--- config.mk ---
export PLATFORM = sky130hd
export DESIGN_NAME = tlb_lookup_arbiter_flat
export DESIGN_NICKNAME = d
export VERILOG_FILES = /design/src/rtl/tlb_lookup_arbiter_if.sv /design/src/rtl/tlb_lookup_arbiter.sv /design/src/flat_wrapper.sv
export SDC_FILE = /design/constraint.sdc
export NUM_CORES = 1
export LEC_CHECK = 0
export CAP_MARGIN = 15
export CORE_MARGIN = 3
export CORE_UTILIZATION = 43
export DETAILED_ROUTE_END_ITERATION = 8
export PLACE_DENSITY = 0.87
export SLEW_MARGIN = 15
export SYNTH_ARGS = -nofsm -noshare
export SYNTH_HDL_FRONTEND = slang
export SYNTH_SLANG_ARGS = --single-unit
--- constraint.sdc ---
create_clock -name clk -period 2.4 [get_ports clk]
set_clock_uncertainty 0.1 [all_clocks]
set_input_delay 0.24 -clock clk [delete_from_list [all_inputs] [get_ports clk]]
set_output_delay 0.24 -clock clk [all_outputs]
set_load 0.02 [all_outputs]
--- src/rtl/tlb_lookup_arbiter_if.sv ---
// tlb_lookup_arbiter_if
// Bundles everything that crosses the arbiter boundary: the three requester
// ports (data MMU, instruction MMU, CP0 probe) and the TLB search/result port.
//
// Valid/ready semantics, one rule for all three requesters: a lookup transfers
// in the cycle where *_req_i and *_gnt_o are both high. Until then the
// requester holds *_req_i and its key stable. It may drop *_req_i before a
// grant with no side effect. The result comes back later as a one-cycle
// *_resp_valid_o strobe, and the arbiter never stalls that strobe.
//
// Modports:
//   slave  - the arbiter's view (drives grants, TLB key and responses)
//   master - the environment's view (requesters, CP0 write strobe, TLB array)
interface tlb_lookup_arbiter_if #(
  parameter int TLB_IDX_W = 4
);
  // requesters
  logic                 d_req_i, i_req_i, p_req_i;
  logic [18:0]          d_vpn2_i, i_vpn2_i, p_vpn2_i;
  logic                 d_odd_i, i_odd_i, p_odd_i;
  logic [7:0]           d_asid_i, i_asid_i, p_asid_i;
  logic                 d_gnt_o, i_gnt_o, p_gnt_o;
  // CP0 write in progress
  logic                 tlb_wr_i;
  // TLB search key and combinational result
  logic [18:0]          tlb_vpn2_o;
  logic                 tlb_odd_o;
  logic [7:0]           tlb_asid_o;
  logic                 tlb_hit_i;
  logic [TLB_IDX_W-1:0] tlb_index_i;
  logic [19:0]          tlb_pfn_i;
  logic [2:0]           tlb_c_i;
  logic                 tlb_d_i, tlb_v_i;
  // registered response
  logic                 d_resp_valid_o, i_resp_valid_o, p_resp_valid_o;
  logic                 resp_hit_o;
  logic [TLB_IDX_W-1:0] resp_index_o;
  logic [19:0]          resp_pfn_o;
  logic [2:0]           resp_c_o;
  logic                 resp_d_o, resp_v_o;

  modport slave (
    input  d_req_i, i_req_i, p_req_i,
    input  d_vpn2_i, i_vpn2_i, p_vpn2_i,
    input  d_odd_i, i_odd_i, p_odd_i,
    input  d_asid_i, i_asid_i, p_asid_i,
    output d_gnt_o, i_gnt_o, p_gnt_o,
    input  tlb_wr_i,
    output tlb_vpn2_o, tlb_odd_o, tlb_asid_o,
    input  tlb_hit_i, tlb_index_i, tlb_pfn_i, tlb_c_i, tlb_d_i, tlb_v_i,
    output d_resp_valid_o, i_resp_valid_o, p_resp_valid_o,
    output resp_hit_o, resp_index_o, resp_pfn_o, resp_c_o, resp_d_o, resp_v_o
  );

  modport master (
    output d_req_i, i_req_i, p_req_i,
    output d_vpn2_i, i_vpn2_i, p_vpn2_i,
    output d_odd_i, i_odd_i, p_odd_i,
    output d_asid_i, i_asid_i, p_asid_i,
    input  d_gnt_o, i_gnt_o, p_gnt_o,
    output tlb_wr_i,
    input  tlb_vpn2_o, tlb_odd_o, tlb_asid_o,
    output tlb_hit_i, tlb_index_i, tlb_pfn_i, tlb_c_i, tlb_d_i, tlb_v_i,
    input  d_resp_valid_o, i_resp_valid_o, p_resp_valid_o,
    input  resp_hit_o, resp_index_o, resp_pfn_o, resp_c_o, resp_d_o, resp_v_o
  );
endinterface

--- src/rtl/tlb_lookup_arbiter.sv ---
// tlb_lookup_arbiter
// Shares one TLB search port among the data MMU, the instruction MMU and the
// CP0 probe. The pipeline has three stages:
//   G - combinational grant to at most one requester
//   S - registered search key, presented to the TLB
//   R - registered TLB result plus a per-requester valid strobe
// The pipeline sustains one lookup per cycle. The grant-to-response latency is
// 2 cycles, plus one cycle for each tlb_wr_i cycle that overlaps stage S.
//
// Ports:
//   clk  - clock
//   rst  - asynchronous active-low reset
//   bus  - tlb_lookup_arbiter_if.slave (requesters, TLB port, responses)
//
// Build option TLB_ARB_RR_EN: data and inst alternate when both request.
// The probe always keeps strict top priority. Without this option the
// priority is fixed at probe > data > inst.
module tlb_lookup_arbiter #(
  parameter int TLB_IDX_W = 4
) (
  input  logic                 clk,
  input  logic                 rst,
  tlb_lookup_arbiter_if.slave  bus
);

  localparam logic [1:0] ID_D = 2'd0;
  localparam logic [1:0] ID_I = 2'd1;
  localparam logic [1:0] ID_P = 2'd2;

  logic                 gnt_d, gnt_i, gnt_p;
  logic [1:0]           win_id;
  logic [18:0]          win_vpn2;
  logic                 win_odd;
  logic [7:0]           win_asid;

  logic                 s_valid;
  logic [1:0]           s_id;
  logic [18:0]          s_vpn2;
  logic                 s_odd;
  logic [7:0]           s_asid;

  logic [2:0]           resp_valid;   // {probe, inst, data}
  logic                 resp_hit;
  logic [TLB_IDX_W-1:0] resp_index;
  logic [19:0]          resp_pfn;
  logic [2:0]           resp_c;
  logic                 resp_d, resp_v;

  // Stage R never back-pressures, so S always drains unless a TLB write
  // freezes it. S can therefore accept a new lookup exactly when no write
  // is in progress.
  logic                 advance;
  assign advance = !bus.tlb_wr_i;

`ifdef TLB_ARB_RR_EN
  logic rr_inst;   // 1: inst wins the next data/inst tie
  logic both_di;
  assign both_di = bus.d_req_i && bus.i_req_i;
`endif

  // Stage G: grant
  always_comb begin
    gnt_d = 1'b0;
    gnt_i = 1'b0;
    gnt_p = 1'b0;
    if (advance) begin
      if (bus.p_req_i) begin
        gnt_p = 1'b1;
`ifdef TLB_ARB_RR_EN
      end else if (both_di) begin
        gnt_i = rr_inst;
        gnt_d = !rr_inst;
`endif
      end else if (bus.d_req_i) begin
        gnt_d = 1'b1;
      end else if (bus.i_req_i) begin
        gnt_i = 1'b1;
      end
    end
  end

  // The winner's key. It is all zero when nothing is granted, so an empty
  // S stage also presents a zero key.
  always_comb begin
    win_id   = ID_D;
    win_vpn2 = '0;
    win_odd  = 1'b0;
    win_asid = '0;
    if (gnt_p) begin
      win_id   = ID_P;
      win_vpn2 = bus.p_vpn2_i;
      win_odd  = bus.p_odd_i;
      win_asid = bus.p_asid_i;
    end else if (gnt_d) begin
      win_id   = ID_D;
      win_vpn2 = bus.d_vpn2_i;
      win_odd  = bus.d_odd_i;
      win_asid = bus.d_asid_i;
    end else if (gnt_i) begin
      win_id   = ID_I;
      win_vpn2 = bus.i_vpn2_i;
      win_odd  = bus.i_odd_i;
      win_asid = bus.i_asid_i;
    end
  end

  assign bus.d_gnt_o = gnt_d;
  assign bus.i_gnt_o = gnt_i;
  assign bus.p_gnt_o = gnt_p;

  // Stage S: holds its contents during a TLB write, which replays the lookup
  // against the updated array in the following cycle.
  always_ff @(posedge clk or negedge rst) begin
    if (!rst) begin
      s_valid <= 1'b0;
      s_id    <= ID_D;
      s_vpn2  <= '0;
      s_odd   <= 1'b0;
      s_asid  <= '0;
    end else if (advance) begin
      s_valid <= gnt_d || gnt_i || gnt_p;
      s_id    <= win_id;
      s_vpn2  <= win_vpn2;
      s_odd   <= win_odd;
      s_asid  <= win_asid;
    end
  end

  assign bus.tlb_vpn2_o = s_valid ? s_vpn2 : '0;
  assign bus.tlb_odd_o  = s_valid ? s_odd  : 1'b0;
  assign bus.tlb_asid_o = s_valid ? s_asid : '0;

  // Stage R: capture only when the TLB is stable (no write this cycle).
  always_ff @(posedge clk or negedge rst) begin
    if (!rst) begin
      resp_valid <= '0;
      resp_hit   <= 1'b0;
      resp_index <= '0;
      resp_pfn   <= '0;
      resp_c     <= '0;
      resp_d     <= 1'b0;
      resp_v     <= 1'b0;
    end else begin
      resp_valid <= '0;
      if (s_valid && advance) begin
        resp_valid <= {s_id == ID_P, s_id == ID_I, s_id == ID_D};
        resp_hit   <= bus.tlb_hit_i;
        resp_index <= bus.tlb_index_i;
        resp_pfn   <= bus.tlb_pfn_i;
        resp_c     <= bus.tlb_c_i;
        resp_d     <= bus.tlb_d_i;
        resp_v     <= bus.tlb_v_i;
      end
    end
  end

  assign bus.d_resp_valid_o = resp_valid[0];
  assign bus.i_resp_valid_o = resp_valid[1];
  assign bus.p_resp_valid_o = resp_valid[2];
  assign bus.resp_hit_o     = resp_hit;
  assign bus.resp_index_o   = resp_index;
  assign bus.resp_pfn_o     = resp_pfn;
  assign bus.resp_c_o       = resp_c;
  assign bus.resp_d_o       = resp_d;
  assign bus.resp_v_o       = resp_v;

`ifdef TLB_ARB_RR_EN
  // Hand the next tie to whichever of data/inst lost this one.
  always_ff @(posedge clk or negedge rst) begin
    if (!rst) begin
      rr_inst <= 1'b0;
    end else if (both_di && (gnt_d || gnt_i)) begin
      rr_inst <= gnt_d;
    end
  end
`endif

endmodule
--- src/flat_wrapper.sv ---
// flat-port wrapper written by rule: the top's interface ports become plain ports
module tlb_lookup_arbiter_flat 
#(
  parameter int TLB_IDX_W = 4
)
  (clk, rst, bus_d_req_i, bus_i_req_i, bus_p_req_i, bus_d_vpn2_i, bus_i_vpn2_i, bus_p_vpn2_i, bus_d_odd_i, bus_i_odd_i, bus_p_odd_i, bus_d_asid_i, bus_i_asid_i, bus_p_asid_i, bus_d_gnt_o, bus_i_gnt_o, bus_p_gnt_o, bus_tlb_wr_i, bus_tlb_vpn2_o, bus_tlb_odd_o, bus_tlb_asid_o, bus_tlb_hit_i, bus_tlb_index_i, bus_tlb_pfn_i, bus_tlb_c_i, bus_tlb_d_i, bus_tlb_v_i, bus_d_resp_valid_o, bus_i_resp_valid_o, bus_p_resp_valid_o, bus_resp_hit_o, bus_resp_index_o, bus_resp_pfn_o, bus_resp_c_o, bus_resp_d_o, bus_resp_v_o);
  tlb_lookup_arbiter_if #(.TLB_IDX_W(TLB_IDX_W)) bus_i ();
  input  logic clk;
  input  logic rst;
  input wire logic [$bits(bus_i.d_req_i)-1:0] bus_d_req_i;
  input wire logic [$bits(bus_i.i_req_i)-1:0] bus_i_req_i;
  input wire logic [$bits(bus_i.p_req_i)-1:0] bus_p_req_i;
  input wire logic [$bits(bus_i.d_vpn2_i)-1:0] bus_d_vpn2_i;
  input wire logic [$bits(bus_i.i_vpn2_i)-1:0] bus_i_vpn2_i;
  input wire logic [$bits(bus_i.p_vpn2_i)-1:0] bus_p_vpn2_i;
  input wire logic [$bits(bus_i.d_odd_i)-1:0] bus_d_odd_i;
  input wire logic [$bits(bus_i.i_odd_i)-1:0] bus_i_odd_i;
  input wire logic [$bits(bus_i.p_odd_i)-1:0] bus_p_odd_i;
  input wire logic [$bits(bus_i.d_asid_i)-1:0] bus_d_asid_i;
  input wire logic [$bits(bus_i.i_asid_i)-1:0] bus_i_asid_i;
  input wire logic [$bits(bus_i.p_asid_i)-1:0] bus_p_asid_i;
  output wire logic [$bits(bus_i.d_gnt_o)-1:0] bus_d_gnt_o;
  output wire logic [$bits(bus_i.i_gnt_o)-1:0] bus_i_gnt_o;
  output wire logic [$bits(bus_i.p_gnt_o)-1:0] bus_p_gnt_o;
  input wire logic [$bits(bus_i.tlb_wr_i)-1:0] bus_tlb_wr_i;
  output wire logic [$bits(bus_i.tlb_vpn2_o)-1:0] bus_tlb_vpn2_o;
  output wire logic [$bits(bus_i.tlb_odd_o)-1:0] bus_tlb_odd_o;
  output wire logic [$bits(bus_i.tlb_asid_o)-1:0] bus_tlb_asid_o;
  input wire logic [$bits(bus_i.tlb_hit_i)-1:0] bus_tlb_hit_i;
  input wire logic [$bits(bus_i.tlb_index_i)-1:0] bus_tlb_index_i;
  input wire logic [$bits(bus_i.tlb_pfn_i)-1:0] bus_tlb_pfn_i;
  input wire logic [$bits(bus_i.tlb_c_i)-1:0] bus_tlb_c_i;
  input wire logic [$bits(bus_i.tlb_d_i)-1:0] bus_tlb_d_i;
  input wire logic [$bits(bus_i.tlb_v_i)-1:0] bus_tlb_v_i;
  output wire logic [$bits(bus_i.d_resp_valid_o)-1:0] bus_d_resp_valid_o;
  output wire logic [$bits(bus_i.i_resp_valid_o)-1:0] bus_i_resp_valid_o;
  output wire logic [$bits(bus_i.p_resp_valid_o)-1:0] bus_p_resp_valid_o;
  output wire logic [$bits(bus_i.resp_hit_o)-1:0] bus_resp_hit_o;
  output wire logic [$bits(bus_i.resp_index_o)-1:0] bus_resp_index_o;
  output wire logic [$bits(bus_i.resp_pfn_o)-1:0] bus_resp_pfn_o;
  output wire logic [$bits(bus_i.resp_c_o)-1:0] bus_resp_c_o;
  output wire logic [$bits(bus_i.resp_d_o)-1:0] bus_resp_d_o;
  output wire logic [$bits(bus_i.resp_v_o)-1:0] bus_resp_v_o;
  assign bus_i.d_req_i = bus_d_req_i;
  assign bus_i.i_req_i = bus_i_req_i;
  assign bus_i.p_req_i = bus_p_req_i;
  assign bus_i.d_vpn2_i = bus_d_vpn2_i;
  assign bus_i.i_vpn2_i = bus_i_vpn2_i;
  assign bus_i.p_vpn2_i = bus_p_vpn2_i;
  assign bus_i.d_odd_i = bus_d_odd_i;
  assign bus_i.i_odd_i = bus_i_odd_i;
  assign bus_i.p_odd_i = bus_p_odd_i;
  assign bus_i.d_asid_i = bus_d_asid_i;
  assign bus_i.i_asid_i = bus_i_asid_i;
  assign bus_i.p_asid_i = bus_p_asid_i;
  assign bus_d_gnt_o = bus_i.d_gnt_o;
  assign bus_i_gnt_o = bus_i.i_gnt_o;
  assign bus_p_gnt_o = bus_i.p_gnt_o;
  assign bus_i.tlb_wr_i = bus_tlb_wr_i;
  assign bus_tlb_vpn2_o = bus_i.tlb_vpn2_o;
  assign bus_tlb_odd_o = bus_i.tlb_odd_o;
  assign bus_tlb_asid_o = bus_i.tlb_asid_o;
  assign bus_i.tlb_hit_i = bus_tlb_hit_i;
  assign bus_i.tlb_index_i = bus_tlb_index_i;
  assign bus_i.tlb_pfn_i = bus_tlb_pfn_i;
  assign bus_i.tlb_c_i = bus_tlb_c_i;
  assign bus_i.tlb_d_i = bus_tlb_d_i;
  assign bus_i.tlb_v_i = bus_tlb_v_i;
  assign bus_d_resp_valid_o = bus_i.d_resp_valid_o;
  assign bus_i_resp_valid_o = bus_i.i_resp_valid_o;
  assign bus_p_resp_valid_o = bus_i.p_resp_valid_o;
  assign bus_resp_hit_o = bus_i.resp_hit_o;
  assign bus_resp_index_o = bus_i.resp_index_o;
  assign bus_resp_pfn_o = bus_i.resp_pfn_o;
  assign bus_resp_c_o = bus_i.resp_c_o;
  assign bus_resp_d_o = bus_i.resp_d_o;
  assign bus_resp_v_o = bus_i.resp_v_o;
  tlb_lookup_arbiter #(.TLB_IDX_W(TLB_IDX_W)) u_core (.clk(clk), .rst(rst), .bus(bus_i));
endmodule
==> results_tabular.tex <==
\begin{tabular}{lr}
\hline
Metric & Value \\
\hline
\multicolumn{2}{l}{\textbf{Run status}} \\
Run status & finished, final reports clean \\
\multicolumn{2}{l}{\textbf{Pwr}} \\
Pwr Density & 629.5 mW/mm2 \\
Power share of the combinational group & 32.3\% \\
Switching Share & 28.16\% \\
Internal power component & 2495 uW \\
Net switching power of the design & 978.1 uW \\
Highest ir drop seen on vdd & 0.3139 mV \\
Share of power burned in the clock network & 30.7\% \\
Sequential group share of total power & 37.0\% \\
Leak Pwr & 0.002217 uW \\
\multicolumn{2}{l}{\textbf{Routing}} \\
DRC errors left & 0 \\
Initial DRC Count & 79 \\
Drt total wl & 9.725 mm \\
Antenna-violating nets left & 0 \\
Number of detailed-routing iterations run before antenna repair & 4 \\
Drt via density & 5.047 \\
Per-cell routed wire length & 18.11 um \\
Overall via count from detail\_route & 2710 \\
\multicolumn{2}{l}{\textbf{Logic synthesis}} \\
Number of warnings reported in the yosys synthesis log & 0 \\
Post-Synthesis Cells & 246 \\
Ys async rst share & 100.0\% \\
Synthesized area per cell & 14.05 um2 \\
Biggest area contributors in the synthesized netlist & dfrtp\_1 (46\%), mux2\_4 (13\%), o22ai\_2 (10\%) \\
Count of distinct cell types in the synthesized netlist & 25 \\
Sequential area share after synthesis & 46.34\% \\
Number of nets in the synthesized netlist & 366 \\
Flip-flop cell with the highest count after synthesis & dfrtp\_1 \\
Flops \& latches, synth & 64 \\
Top cell type by total area after synthesis & dfrtp\_1 \\
Count of flip-flops with a built-in enable after synthesis & 0 \\
Proportion of netlist area held by the largest area contributor & 46.34\% \\
Mapped cell area & 0.003456 mm2 \\
\multicolumn{2}{l}{\textbf{Clock network}} \\
Hold-fix buffer count after cts & 1 \\
Clock latency reported for the late side of the worst-skew pair & 0.32 ns \\
Clock buffers created by TritonCTS & 9 \\
Register clock-pin slew on the reported worst setup and hold paths & 0.07 ns \\
H-tree lvl count & 3 \\
Post-cts repair resize count & 0 \\
Number of buffers between clock root and the deepest sink & 2 \\
Clock tree from TritonCTS & built \\
\# Post-CTS Setup Buffers & 0 \\
Root cell of the clock tree & clkbuf\_8 \\
Total clock sinks & 64 \\
\multicolumn{2}{l}{\textbf{Worst setup path}} \\
Flop-to-flop setup slack & 0.67 ns \\
Kind of launch point of the worst setup path & flip-flop \\
Launch point of the worst reg-to-reg path & u\_core.s\_valid\$\_DFFE\_PN0N\_ \\
Data required time at the worst endpoint & 2.06 ns \\
Critical path fanouts, max & 14 \\
Crit path DAT & 1.84 ns \\
Critical path class & reg2out \\
Crit end category & primary output \\
Origin of the worst setup path & u\_core.s\_valid\$\_DFFE\_PN0N\_ \\
\multicolumn{2}{l}{\textbf{Die}} \\
Overall die width & 95.65 um \\
Height of the die & 95.65 um \\
Effective utilization at floorplan & 44.49\% \\
Standard cell core area & 0.007767 mm2 \\
I/O pin cnt & 184 \\
Die area & 0.009149 mm2 \\
Standard-cell rows & 32 \\
\multicolumn{2}{l}{\textbf{Layout}} \\
Number of inserted filler cells in the final layout & 525 \\
Number of nets at the end of the flow & 550 \\
Share of cells above drive strength 1 & 29.89\% \\
Inserted Diodes & 0 \\
Final non-filler cell total & 537 \\
Most common cell after layout, fill and taps aside & clkdlybuf4s50\_1 \\
Top library cells by usage in the layout, fill and taps aside & clkdlybuf4s50\_1 (182), dfrtp\_1 (64), and2\_1 (30), mux2\_4 (30) \\
Layout-stage area growth over the synthesis result & 59.63\% \\
Final core area utilization & 71.02\% \\
\multicolumn{2}{l}{\textbf{STA}} \\
Total negative slack & 0 ns \\
Crit share post-route & 90.83\% \\
Final slew viol count & 0 \\
Transition time of the tightest slew-check pin & 0.6584 ns \\
Min Clock Period, post-route & 2.180 ns \\
Setup-failing EPs final & 0 \\
Worst slew margin relative to its limit & 56.11\% \\
RSZ-0062 raised after global routing & no \\
Final Hold Vio Count & 0 \\
Top achievable clock speed & 458.7 MHz \\
Worst path setup slack after routing & 0.2200 ns \\
\multicolumn{2}{l}{\textbf{Global route}} \\
Overall overflow remaining after global route & 0 \\
Initial antenna violation count & 0 \\
Total track usage & 21.36\% \\
Wire length of the first global-routing pass & 14.89 mm \\
Maximum number of pins on one net before global-route repair & 40 \\
Number of global-route vias before repair & 2978 \\
\multicolumn{2}{l}{\textbf{Placed design}} \\
Placement-stage worst setup slack & 0.3224 ns \\
Number of placed instances with taps included & 520 \\
Gp weighted congestion & 0.7021 \\
Post-DP HPWL & 7.235 mm \\
Number of buffers inserted by port buffering & 183 \\
\multicolumn{2}{l}{\textbf{Min path}} \\
Min-Delay Path Class & in2async \\
\multicolumn{2}{l}{\textbf{Flow run}} \\
Number of max-cap violations & 0 \\
\hline
\end{tabular}
==> metrics by stage <==
stage | hold WS, ns | total power, uW | cell area (um2)
detailed placement | 0.1938 | 2434 | 5275
floorplan | -0.1556 | 1881 | 3456
CTS | 0.3706 | 3500 | 5517
finish | 0.3663 | 3473 | 5517
global route | 0.4026 | 3631 | 5517
global placement | 0.1717 | 2404 | 5275
==> path summary, 6_finish.rpt <==
| check | end | cells past startpoint |
|---|---|---|
| worst max-delay path | bus_tlb_vpn2_o[2] | 3 |
| worst min-delay path | u_core.bus.resp_pfn_o[8]$_DFFE_PN0P_ | 2 |
| worst max register to register | u_core.bus.resp_index_o[2]$_DFFE_PN0P_ | 5 |
| worst min register to register | u_core.resp_valid[0]$_DFF_PN0_ | 1 |
| max in group asynchronous | u_core.s_vpn2[14]$_DFFE_PN0N_ | 3 |
| min in group clk | u_core.resp_valid[0]$_DFF_PN0_ | 1 |
==> final cells by class <==
class                   count  area, um2  area share (%)
well taps                 102      127.6           2.313
clock buffers              12      155.1           2.812
flip-flops and latches     64       1602           29.03
inverters                   3      13.76          0.2495
multi-input cells         157       1598           28.96
clock inverters             4      76.32           1.384
repair buffers            195       1944           35.25
==> cell families (layout without fill, tap and decap cells) <==
family | count (synthesis) | in the layout | share of synthesized area (%)
AO/OA/AOI/OAI | 86 | 86 | 25.13
buffers and inverters | 25 | 214 | 7.567
flip-flops | 64 | 64 | 46.34
multiplexers | 30 | 30 | 13.03
AND/OR/NAND/NOR | 41 | 41 | 7.929
==> synth_stat cells (2+ instances only) <==
cell type	count
o22ai_2	28
mux2_4	30
a22oi_1	18
buf_2	7
dfrtp_1	64
clkbuf_1	2
and2_1	30
nor3b_1	2
buf_6	2
buf_8	5
nand2_1	3
a22oi_2	10
a21oi_2	28
buf_12	5
inv_2	2
==> routing by layer <==
metal | vias to the layer above | track usage, % | part of all wire, %
met1 | 1308 | 25.75 | 40
met2 | 127 | 37.00 | 49
li1 | 1265 | - | -
met4 | 0 | 7.346 | 1.2
met5 | - | 0 | 0
met3 | 10 | 5.288 | 9.0
==> flip-flops by register name, summed over array words and instances (netlist names) <==
| signal | flops |
|---|---|
| u_core.resp_valid | 3 |
| u_core.s_id | 2 |
| u_core.bus.resp_index_o | 4 |
| u_core.s_asid | 8 |
| u_core.bus.resp_v_o | 1 |
| u_core.s_valid | 1 |
| u_core.bus.resp_hit_o | 1 |
| u_core.bus.resp_d_o | 1 |
| u_core.s_vpn2 | 19 |
| u_core.bus.resp_c_o | 3 |
| u_core.bus.resp_pfn_o | 20 |
| u_core.s_odd | 1 |
==> power groups by stage <==
stage / sequential (uW) / combinational [uW] / clock (uW)
after floorplan: 1380 / 502 / 0
after detailed placement: 1310 / 1130 / 0
after global placement: 1290 / 1110 / 0
after global routing: 1300 / 1190 / 1140
after CTS: 1290 / 1130 / 1080
final: 1290 / 1120 / 1070
==> critical path, cell delays in order (launching register included) <==
cell and delay, ns:
dfrtp_1 0.51, buf_4 0.25, and2_1 0.16, clkdlybuf4s50_1 0.60
Power figures use the tool's default switching activity.
